===== config.mk =====
export PLATFORM = sky130hd
export DESIGN_NAME = register_11bit_flat
export DESIGN_NICKNAME = d
export VERILOG_FILES = /design/src/rtl/register_11bit_pkg.sv /design/src/rtl/register_11bit_if.sv /design/src/rtl/register_11bit_reg_bit_cell.sv /design/src/rtl/register_11bit.sv /design/src/flat_wrapper.sv
export SDC_FILE = /design/constraint.sdc
export NUM_CORES = 1
export LEC_CHECK = 0
export ABC_AREA = 1
export CAP_MARGIN = 15
export CORE_MARGIN = 3
export CORE_UTILIZATION = 37
export CTS_BUF_LIST = sky130_fd_sc_hd__clkbuf_16
export CTS_CLUSTER_SIZE = 8
export DETAILED_ROUTE_END_ITERATION = 7
export PLACE_DENSITY = 0.74
export SLEW_MARGIN = 25
export SYNTH_ARGS = -nofsm -noshare
export SYNTH_HDL_FRONTEND = slang
export SYNTH_SLANG_ARGS = --single-unit
export TNS_END_PERCENT = 1

===== constraint.sdc =====
create_clock -name clk -period 0.82 [get_ports clk]
set_input_delay 0.164 -clock clk [delete_from_list [all_inputs] [get_ports clk]]
set_output_delay 0.164 -clock clk [all_outputs]
set_load 0.005 [all_outputs]

===== src/rtl/register_11bit_pkg.sv =====
// Shared constants for the parallel-load register.
package register_11bit_pkg;
  localparam int REG_WIDTH_DEFAULT = 11;
endpackage


===== src/rtl/register_11bit_if.sv =====
// Load-strobe / data bus of the register; master drives the strobe, slave owns the stored value.
interface register_11bit_if
  import register_11bit_pkg::*;
#(
  parameter int WIDTH = REG_WIDTH_DEFAULT
) ();
  logic             enable;
  logic [WIDTH-1:0] data_in;
  logic [WIDTH-1:0] data_out;

  modport master (output enable, output data_in, input  data_out);
  modport slave  (input  enable, input  data_in, output data_out);
endinterface


===== src/rtl/register_11bit_reg_bit_cell.sv =====
// One storage bit: hold/load mux in front of an async-reset D flip-flop.
module reg_bit_cell (
  input  logic clk,
  input  logic rst,
  input  logic en_i,
  input  logic d_i,
  output logic q_o
);
  logic d_d;
  logic q_q;

  // enable only steers the mux; the flop is clocked every edge
  assign d_d = en_i ? d_i : q_q;

  always_ff @(posedge clk or posedge rst) begin
    if (rst) q_q <= 1'b0;
    else     q_q <= d_d;
  end

  assign q_o = q_q;
endmodule


===== src/rtl/register_11bit.sv =====
// Parameterised parallel-load register built from identical independent bit cells.
module register_11bit
  import register_11bit_pkg::*;
#(
  parameter int WIDTH = REG_WIDTH_DEFAULT
) (
  input  logic              clk,
  input  logic              rst,
  register_11bit_if.slave   bus
);
  logic [WIDTH-1:0] q;

  for (genvar g = 0; g < WIDTH; g++) begin : g_bit
    reg_bit_cell u_cell (
      .clk  (clk),
      .rst  (rst),
      .en_i (bus.enable),
      .d_i  (bus.data_in[g]),
      .q_o  (q[g])
    );
  end

  assign bus.data_out = q;
endmodule


===== src/flat_wrapper.sv =====
// flat-port wrapper written by rule: the top's interface ports become plain ports
module register_11bit_flat import register_11bit_pkg::*;
#(
  parameter int WIDTH = REG_WIDTH_DEFAULT
)
  (clk, rst, bus_enable, bus_data_in, bus_data_out);
  register_11bit_if #(.WIDTH(WIDTH)) bus_i ();
  input  logic clk;
  input  logic rst;
  input wire logic [$bits(bus_i.enable)-1:0] bus_enable;
  input wire logic [$bits(bus_i.data_in)-1:0] bus_data_in;
  output wire logic [$bits(bus_i.data_out)-1:0] bus_data_out;
  assign bus_i.enable = bus_enable;
  assign bus_i.data_in = bus_data_in;
  assign bus_data_out = bus_i.data_out;
  register_11bit #(.WIDTH(WIDTH)) u_core (.clk(clk), .rst(rst), .bus(bus_i));
endmodule

# Word level (Yosys, flattened, before mapping)
# Index checks and enable logic that the tools add are counted.
# word_totals
ff_bits	11
in_bits	14
output_inout_bits	11
wordCells	11

# Logic depth before layout (Yosys ltp)
# depth
depth_word	0
depth_mapped	4
mapped_depth_nobuf	3

# By module
# A second synthesis with hierarchy kept.
# unflattened
cells_unflattened	66
area_unflattened_um2	481.7
# by_module_without_submodules
module	n_inst	cells_each	area_each_um2	seq_area_each_um2
reg_bit_cell	11	6	43.8	25.0

# Worst setup path after synthesis
# OpenSTA, ideal clock, no wires.
# synth_timing
path_kind	register to output
start	register u_core.g_bit[0].u_cell.q_q
end	output port bus_data_out[0]
t_arrival_ps	478
required_time_ps	656
setup_slack_ps	178
path_stages_with_launch	2
n_path_buf	1
path_cell_list	dfrtp_1 buf_4
# synth_rtl
item	line	text
start, declared	register_11bit_reg_bit_cell.sv:10	logic q_q;
start signal, assigned	register_11bit_reg_bit_cell.sv:16	if (rst) q_q <= 1'b0;
start signal, assigned	register_11bit_reg_bit_cell.sv:17	else q_q <= d_d;
end, declared	flat_wrapper.sv:12	output wire logic [$bits(bus_i.data_out)-1:0] bus_data_out;
# No word-level cell between the ends.

# Worst setup path after layout
# layout_timing
start	register u_core.g_bit[7].u_cell.q_q
end	output port bus_data_out[7]
# layout_rtl
item	line
start, declared	register_11bit_reg_bit_cell.sv:10
start signal, assigned	register_11bit_reg_bit_cell.sv:16
start signal, assigned	register_11bit_reg_bit_cell.sv:17
# No word-level cell between the ends.

==> out/qor.yml <==
internal-power_uw: 1390
path_buf_inv: 1
clock.fmax_ghz: 1.08
die-area_um2: 1850
critPathArrivalTime_ns: 0.76
drtPass1Iterations: 2
via_per_inst: 4.36
die_h_um: 43.1
vias: 414
antenna_found_initial: 0
p_per_area_nw_per_um2: 2320
syn-instance-count: 59
drc_errors: 0
worstPathRequired_ns: 0.66
ant_nets: 0
finClkSkew_ns: 0
p_sw_share_pct: 21.1
path_max_fanout: 2
slowest_stage: "dfrtp_1"
hp-class: "in2async"
seq_power_share_pct: 35.1
path_clk_slew_ns: 0.04
switchingPower_uw: 371
violations: "negative setup slack"
syn_nets: 73
insertion_delay_ns: 0.24
clockBufferDepth: 2
min_period_over_period_pct: 113
hold_violations: 0
grt_setup_unrepaired: "true"
port_buffers: 24
wl_per_cell_um: 12.3
slowest_delay_ns: 0.39
layout_min_cycle_time_ns: 0.925
seq_area_um2: 275
yosysSeqAreaShare_pct: 54.2
grt_max_degree: 12
dr.first_iter.drc_count: 7
cp-start-kind: "register"
tritoncts: "yes"
fill_cells: 116
area_growth_pct: 49.3
grt_overflow_total: 0
leakage_uw: 0.000418
wl_mm: 1.17
nNetsFinal: 96
clock_sinks: 11
place_congestion: 0.655
worst_path_dominant_cell_family: "flip-flops"
grt_pass1_vias: 425
yosys_warnings: 0
cts_buffers: 3
layout-drive-gt1-share_pct: 28.4
setup_ws_ns: -0.105
peakVddDrop_mv: 1.33
pre_cts_slack_ns: -0.217
clockPowerShare_pct: 51.1
path_cells: "buf_2"
maxSlewHeadroom_pct: 87.9
synth_area_um2: 508
maxCapViolCount: 0
timing.hold.ws_ns: 0.218
core_area_um2: 1200
root_buffer: "clkbuf_16"
rows: 12
largest_register_ffs: 11
tightest_slew_ns: 0.182
ys_types: 6
path_class: "reg2out"
fin_area_um2: 758
dieWidth_um: 43.1
start_util_pct: 42.3
track_usage_pct: 14.6
syn_avg_cell_area_um2: 8.61
placed_area_um2: 707
grt_pass1_wl_mm: 1.90
multi_input_area_um2: 124
h-tree-depth: 1
postCtsHoldBufs: 0
maxSlewViolCount: 0
final_util_pct: 63.1
synth_seq_cells: 11
setup_violations: 11
io_pins: 25
combPwrFrac_pct: 13.8
diodes: 0
status: "finished with violations"
cp-end-kind: "output pin"
final cells by class:
class,instances,share of cell area [%]
sequential,11,36.3
timing repair buffer,31,33.5
multi-input combinational,33,16.3
clock buffer,3,9.90
tap,14,2.31
inverter,2,0.990
clock inverter,1,0.660
repair_timing:
item,CTS,global route
setup buffers,3,0
setup endpoints to repair,12,13
gates resized for setup,45,0
cell usage after synthesis:
library cell	instances	area [um^2]
buf_6	1	11.3
buf_4	12	90.1
dfrtp_1	11	275
inv_1	1	3.75
inv_2	1	3.75
nand2_1	33	124
metrics by stage:
step | total power (uW) | setup TNS [ns] | instances
6_report | 1760 | -0.899 | 95
5_1_grt | 1830 | -1.22 | 95
4_1_cts | 1770 | -0.957 | 95
3_5_place_dp | 895 | -4.16 | 88
3_3_place_gp | 887 | -3.86 | 88
2_1_floorplan | 763 | 0 | 59
power by group through the flow:
stage / Clock [uW] / Sequential [uW] / Combinational, uW
after floorplan: 0 / 620 / 144
after global placement: 0 / 625 / 262
after detailed placement: 0 / 627 / 267
after CTS: 908 / 618 / 247
after global routing: 941 / 626 / 267
final: 897 / 617 / 243
metal layers:
layer | wire, um | GRT usage (%) | vias to the layer above
met5 | 0 | 0 | -
met4 | 19 | 7.23 | 0
met3 | 102 | 5.08 | 4
met2 | 668 | 27.2 | 17
met1 | 381 | 13.8 | 187
li1 | - | - | 206
kinds of logic (layout without fill, tap and decap cells):
kind of cell,after synthesis,count (layout),synth area share (%)
and+or+nand+nor,33,33,24.4
buffers and inverters,15,37,21.4
DFF,11,11,54.2
path summary, 6_finish.rpt:
path	start	end	slack (ns)	cells after the start
min	rst	u_core.g_bit[4].u_cell.q_o$_DFFE_PP0P_	0.22	3
max reg2reg	u_core.g_bit[10].u_cell.q_o$_DFFE_PP0P_	u_core.g_bit[10].u_cell.q_o$_DFFE_PP0P_	0.09	3
min in group clk	bus_data_in[3]	u_core.g_bit[3].u_cell.q_o$_DFFE_PP0P_	0.46	3
min reg2reg	u_core.g_bit[2].u_cell.q_o$_DFFE_PP0P_	u_core.g_bit[2].u_cell.q_o$_DFFE_PP0P_	0.47	2
max	u_core.g_bit[7].u_cell.q_o$_DFFE_PP0P_	bus_data_out[7]	-0.11	1
max in group asynchronous	rst	u_core.g_bit[2].u_cell.q_o$_DFFE_PP0P_	0.49	3
layout by cell type, fill, tap and decap left out:
master,netlist,final
buf_12,0,1
buf_2,0,11
buf_4,12,5
buf_6,1,1
clkbuf_16,0,3
clkdlybuf4s50_1,0,13
clkinv_2,0,1
dfrtp_1,11,11
inv_1,1,1
inv_2,1,1
nand2_1,33,33
(Power assumes the default switching activity.)
